$ cat src/rtl/adc_sampler_quant.sv
// ADC emulation stage: decimates the shaped waveform, rescales and clamps it to an
// unsigned code, and hands samples over through a 2-entry show-ahead FIFO.
module adc_sampler_quant #(
   parameter int BITS_IN  = 50,
   parameter int BITS_OUT = 12,
   parameter int SHIFT    = 24,
   parameter int PEDESTAL = 50,
   parameter int DECIM    = 4,
   parameter int CNT_W    = 16
) (
   input  logic                clock,
   input  logic                reset,
   input  logic                enable,
   input  logic [BITS_IN-1:0]  in,
   output logic [BITS_OUT-1:0] out_data,
   output logic                out_sat_hi,
   output logic                out_sat_lo,
   output logic                out_valid,
   input  logic                out_ready,
   output logic [CNT_W-1:0]    sat_count,
   output logic [CNT_W-1:0]    drop_count
);

   localparam int PH_W = $clog2(DECIM);
   localparam logic [PH_W-1:0]         PH_LAST  = PH_W'(DECIM - 1);
   localparam logic signed [BITS_IN:0] PED_EXT  = (BITS_IN + 1)'(PEDESTAL);
   localparam logic signed [BITS_IN:0] CODE_MAX = (BITS_IN + 1)'(2**BITS_OUT - 1);

   typedef struct packed {
      logic [BITS_OUT-1:0] code;
      logic                hi;
      logic                lo;
   } samp_t;

   logic [PH_W-1:0]         phase_q, phase_d;
   logic                    capture;
   logic signed [BITS_IN:0] v1_q, v1_d;
   logic                    v1_vld_q, s2_vld_q;
   samp_t                   s2_q, s2_d;
   samp_t                   head_q, head_d, tail_q;
   logic                    tail_we;
   logic [1:0]              cnt_q, cnt_d;
   logic                    push, pop, drop;
   logic [CNT_W-1:0]        sat_q, drop_q;

   // NOTE: every always_comb output gets a default first, so no path can infer a latch.
   always_comb begin
      capture = enable && (phase_q == '0);
      phase_d = phase_q;
      if (enable) phase_d = (phase_q == PH_LAST) ? '0 : phase_q + PH_W'(1);

      // Sign-extend before shifting so the pedestal add cannot overflow.
      v1_d = ($signed({in[BITS_IN-1], in}) >>> SHIFT) + PED_EXT;

      s2_d.lo   = v1_q[BITS_IN];
      s2_d.hi   = !v1_q[BITS_IN] && (v1_q > CODE_MAX);
      s2_d.code = s2_d.lo ? '0 : s2_d.hi ? '1 : v1_q[BITS_OUT-1:0];
   end

   assign push = s2_vld_q;
   assign pop  = out_valid && out_ready;

   always_comb begin
      head_d  = head_q;
      tail_we = 1'b0;
      cnt_d   = cnt_q;
      drop    = 1'b0;
      case (cnt_q)
         2'd0: if (push) begin
            head_d = s2_q;
            cnt_d  = 2'd1;
         end
         2'd1: begin
            if (push && pop) head_d = s2_q;
            else if (push) begin
               tail_we = 1'b1;
               cnt_d   = 2'd2;
            end else if (pop) cnt_d = 2'd0;
         end
         default: begin
            if (pop) begin
               head_d  = tail_q;
               tail_we = push;
               cnt_d   = push ? 2'd2 : 2'd1;
            end else if (push) drop = 1'b1;
         end
      endcase
   end

   // NOTE: sequential state uses non-blocking assignments so every register samples pre-edge values.
   always_ff @(posedge clock) begin
      if (reset) begin
         phase_q  <= '0;
         v1_vld_q <= 1'b0;
         s2_vld_q <= 1'b0;
         cnt_q    <= 2'd0;
         head_q   <= '0;
         sat_q    <= '0;
         drop_q   <= '0;
      end else begin
         phase_q  <= phase_d;
         v1_vld_q <= capture;
         s2_vld_q <= v1_vld_q;
         cnt_q    <= cnt_d;
         head_q   <= head_d;
         if (v1_vld_q && (s2_d.hi || s2_d.lo) && (sat_q != '1)) sat_q <= sat_q + CNT_W'(1);
         if (drop && (drop_q != '1)) drop_q <= drop_q + CNT_W'(1);
      end
   end

   // NOTE: datapath and tail storage have no reset; they are only observed behind a valid or count.
   always_ff @(posedge clock) begin
      if (capture)  v1_q   <= v1_d;
      if (v1_vld_q) s2_q   <= s2_d;
      if (tail_we)  tail_q <= s2_q;
   end

   assign out_valid  = (cnt_q != 2'd0);
   assign out_data   = head_q.code;
   assign out_sat_hi = head_q.hi;
   assign out_sat_lo = head_q.lo;
   assign sat_count  = sat_q;
   assign drop_count = drop_q;

endmodule

$ cat config.mk
export PLATFORM = sky130hd
export DESIGN_NAME = adc_sampler_quant
export DESIGN_NICKNAME = d
export VERILOG_FILES = /design/src/rtl/adc_sampler_quant.sv
export SDC_FILE = /design/constraint.sdc
export NUM_CORES = 1
export LEC_CHECK = 0
export BUFFER_PORTS_ARGS = -buffer_cell sky130_fd_sc_hd__buf_2
export CAP_MARGIN = 20
export CORE_MARGIN = 3
export CORE_UTILIZATION = 45
export DETAILED_ROUTE_END_ITERATION = 12
export PLACE_DENSITY_LB_ADDON = 0.1
export SYNTH_ARGS = -nofsm -noshare
export SYNTH_HDL_FRONTEND = slang
export SYNTH_SLANG_ARGS = --single-unit
$ cat constraint.sdc
create_clock -name clock -period 4.82 [get_ports clock]
set_clock_uncertainty 0.05 [all_clocks]
set_input_delay 0 -clock clock [delete_from_list [all_inputs] [get_ports clock]]
set_output_delay 0 -clock clock [all_outputs]
set_load 0.05 [all_outputs]
* After elaboration in Yosys (flattened, before gate mapping)
Cells that the tools add are included.
Cells by class: add/subtract/negate cells 4, order comparisons 1, eq/ne operators 8, mux-type cells 19, reduce and logical (&&, ||, !) cells 16
Operator list (count):
- $gt 51x13->1 const B | 1
- $mux 14 | 3
- $add 16x1->16 const B | 2
- $ne 16x16->1 const B | 2
- $pmux 14 s2 | 1
- $add 26x7->27 const B | 1
- $mux 2 | 7
- $mux 12 | 1
- $logic_and 1x1->1 | 7
- $ne 2x2->1 const B | 3
- $mux 1 | 5
- $logic_not 2->1 | 2
- $pmux 2 s2 | 1
- $reduce_and 4->1 | 1
- $ne 3x3->1 const B | 1
- $reduce_and 3->1 | 1
- $reduce_bool 3->1 | 1
- $add 2x1->2 const B | 1
- $eq 2x1->1 const B | 1
- $eq 2x2->1 const B | 1
- $pmux 1 s2 | 1
- $reduce_bool 2->1 | 1
- $reduce_or 2->1 | 1
- $logic_not 1->1 | 1
- $logic_or 1x1->1 | 1
Word-level totals: register bits 131, bits of input ports 54, output and inout port bits 47, logic and storage cells 64

* Logic depth before layout (Yosys ltp)
depth in word-level cells 6, gate-level depth with buffers 7, depth with buffers taken out 6

* Least setup slack after synthesis
No wires, ideal clock.
path kind register to register, start reg cnt_q[1], end reg tail_q[0] in the netlist's numbering, enable pin, setup time 384 ps, arrival time 1738 ps, data required time 4386 ps, path slack 2648 ps, cell stages (with the launch flop) 5, buffers on the path 2, period minus slack after synthesis 2172 ps, cell sequence dfxtp_1 buf_2 buf_1 mux2i_1 nor2_1
On the way: cells in the longest elaborated chain, start to end 5, elaborated cells on any way between the ends 8, those cells by class eq/ne (1); mux (3); reduce/logical (4)
Ends and longest elaborated chain:
- start: declaration | line 42 | logic [1:0] cnt_q, cnt_d;
- start signal: assignment | line 104 | cnt_q <= cnt_d;
- $reduce_bool 2->1 | line 118 | assign out_valid = (cnt_q != 2'd0);
- $logic_and 1x1->1 | line 61 | assign pop = out_valid && out_ready;
- $logic_and 1x1->1 | line 74 | if (push && pop) head_d = s2_q;
- $mux 1 | line 74
- $pmux 1 s2 (*) | line 68 | case (cnt_q)
- via tail_we | line 41 | logic tail_we;
- end signal: assignment | line 115 | if (tail_we) tail_q <= s2_q;
- end: declaration | line 40 | samp_t head_q, head_d, tail_q;
The timed path passes the listed nets; every way through them passes the cells marked *. A chain may end at the register's enable or synchronous reset.

* Worst setup path in the final report
start in in[26], end reg v1_q[19], data pin
On the way: cells in the longest elaborated chain, start to end 1
Ends and longest elaborated chain:
- start: declaration | line 14 | input logic [BITS_IN-1:0] in,
- $add 26x7->27 | line 53 | v1_d = ($signed({in[BITS_IN-1], in}) >>> SHIFT) + PED_EXT;
- via v1_d[19] | line 37 | logic signed [BITS_IN:0] v1_q, v1_d;
- end signal: assignment | line 113 | if (capture) v1_q <= v1_d;
- end: declaration | line 37
The timed path passes the listed nets, and every way through them passes these cells.

==> results.md <==
* Post-synth EDFFs at 55
* Initial drt markers at 184
* Drt wl/cell at 12.8 um
* F_max at 410 MHz
* Die Ht at 108 um
* Post-synthesis register bit count at 107
* CP required at 4900 ps
* Die Area at 11,700 um^2
* Vias per Instance at 5.05
* Post-synth top area cell: edfxtp_1
* Arrival @ worst endpoint at 2510 ps
* Worst-path cell chain: dlygate4sd3_1 -> buf_2 -> ha_1 -> a211o_1 -> nor2b_1 -> nor2b_1 -> nand3_1 -> xnor2_1 -> dlygate4sd3_1
* Post-synth top flop: edfxtp_1
* Synth Net Count at 495
* Worst-path maximum fanout at 5
* Via count at 3,457
* Ys Warns at 0
* Share of layout cells above drive strength 1 at 18.3%
* Post-synthesis sequential area ratio at 57.4%
* Power Total at 1710 uW
* Crit path largest cell delay at 540 ps
* Postcts setup bufs at 0
* Worst hold slack at 217 ps
* VDD IR max at 127 uV
* Ant. Diodes at 0
* Cell variety after synth at 40
* CP Capture Type: register
* Actual slew at the worst max-slew pin at 997 ps
* Mean Syn Cell Area at 10.8 um^2
* Routed wire length at 8750 um
* Pins Over Slew Limit at 0
* Clock Tree Buf Depth at 2
* Hold Crit Class: in2reg
* Hpwl dp at 5970 um
* Maximum number of pins on one net before global-route repair at 55
* I/O Buffers at 76
* Slew HR at 33.5%
* Initial core utilization at 47.1%
* Fin crit share at 50.5%
* TritonRoute pass-1 iters at 4
* Routed Antenna Nets at 0
* Most common cell in the netlist: nor2_1
* Tot GR Track Use at 16.2%
* Clock latency on the worst-skew pair at 370 ps
* Cell Count Post-Placement at 630
* Largest family of logic cells by synthesized area: simple AND/OR/NAND/NOR gates
* Number of top-level pins at 101
* Total CTS buffers at 9
* CP max-delay cell: dlygate4sd3_1
* Synth Area in Compound Gates at 5.68%
* Leading post-synthesis cells by cell area: edfxtp_1 35%, dfxtp_1 22%, nor2_1 6.5%
* Top cell type's share of synthesized area at 35.2%
* Post-synthesis mux area share at 3.84%
* Vias in the first global route at 3,268
* Rows at 36
* Final hold vios at 0
* PwrDens at 295 nW/um^2
* Final TNS setup at 0 ps
* Mapped Area at 4690 um^2
* Gr ovfl total at 0
* Nets at 606
* First-pass GRT wire length at 15,200 um
* CORE AREA at 9950 um^2
* H-tree depth at 3
* Min Tclk post-route at 2440 ps
* GP Congestion at 0.755
* CTS tree: yes
* Post-synthesis async set-or-reset flop share at 0%
* Antenna violations before repair at 0
* Sink Count at 107
* Clock-pin slew on the worst setup and hold paths at 110 ps
* Setup crit start kind: input port
* Synth cell count leaders: 81 x nor2_1, 55 x edfxtp_1, 52 x dfxtp_1
* DRC at 0
* CTS root buffer: clkbuf_8
* Simple-gate share of the synthesized area at 20.5%
* CTS resizes at 0
* Synth Area in Adders at 1.33%
* Max-cap viol count at 0
* Syn-to-layout area delta at 23.3%
* Leak at 0.00213 uW
* RSZ-0062 raised after global routing: false
* Post-Layout Cell Count at 685
* Setup violators final at 0
* Setup CP Type: in2reg
* Filler cells at 855
* Mapped Cells at 436
* Post-layout util at 58.1%
* Width of the die at 108 um
* Run status: finished, final reports clean
* Xor/xnor cell area share of the yosys netlist at 9.34%
[worst paths after layout]
path | from | to | slack [ps] | cells past startpoint
min | reset | sat_count[12]$_SDFFE_PP0P_ | 220 | 2
min reg2reg | s2_q[0]$_DFFE_PP_ | tail_q[0]$_DFFE_PP_ | 410 | 0
max reg2reg | cnt_q[1]$_SDFFE_PP0P_ | drop_count[8]$_SDFFE_PP0P_ | 2470 | 5
max | in[26] | v1_q[19]$_DFFE_PP_ | 2380 | 9
[stage by stage]
stage	setup WS, ps	area, um^2
after floorplan	2650	4690
after global placement	2380	5180
after detailed placement	2360	5180
after CTS	2350	5730
after global routing	2230	5780
final	2380	5780
[worst max-delay path: cells and delay by family]
family | cells | cell delay, ps
AO/OA/AOI/OAI | 1 | 190
XOR/XNOR | 1 | 140
adder cells (fa/ha/maj) | 1 | 210
buffers and inverters | 3 | 1180
AND/OR/NAND/NOR | 3 | 800
[cells in the final DEF, fill, tap and decap left out, types with 8 or more instances in the layout]
master and count:
edfxtp_1 55, nand2_1 21, clkbuf_8 10, a21oi_1 10, mux2i_1 18, inv_1 8, nor3_1 12, buf_2 76
nand3_1 23, nor2_1 81, dfxtp_1 52, nor4_1 8, a211oi_1 16, nand4_1 18, dlygate4sd3_1 36, xor2_1 16
xnor2_1 34
[report_power, final]
| group | switching, uW | internal [uW] |
|---|---|---|
| registers | 19.4 | 999 |
| logic | 89.6 | 66.3 |
| clock network | 319 | 214 |
| total | 428 | 1280 |
[what timing repair did]
action,CTS,global route
endpoints found under the hold margin,31,0
hold buffers,36,0
setup endpoints to repair,0,0
[state kept, by name, summed over array words and instances (netlist names)]
| register | flops |
|---|---|
| out_sat_hi | 1 |
| tail_q | 14 |
| out_sat_lo | 1 |
| push | 1 |
| sat_count | 16 |
| v1_q | 27 |
| v1_vld_q | 1 |
| drop_count | 16 |
| out_data | 12 |
| cnt_q | 2 |
| phase_q | 2 |
| s2_q | 14 |
[layer usage]
metal	GRT usage (%)	vias to the layer above	part of all wire (%)
met5	0	-	0
met3	2.87	15	4.2
li1	-	1787	-
met1	21.9	1588	48
met4	5.68	0	1.5
met2	26.2	67	47
[cells by family (layout without fill, tap and decap cells)]
family	after synthesis	in the layout
mux	18	18
simple gates	194	194
compound gates	39	39
xor+xnor	50	50
buf+inv	23	139
fa+ha+maj	5	5
flops	107	107
[area by class of cell]
type,instances,area (um^2),area share [%]
clock buffers,10,138,2.38
clock inverters,6,57.6,0.996
repair buffers,115,788,13.6
flip-flops and latches,107,2690,46.6
multi-input cells,306,1910,33.0
inverters,8,30.0,0.519
well taps,133,166,2.88
Note: power is estimated with default switching activity, not from simulation.
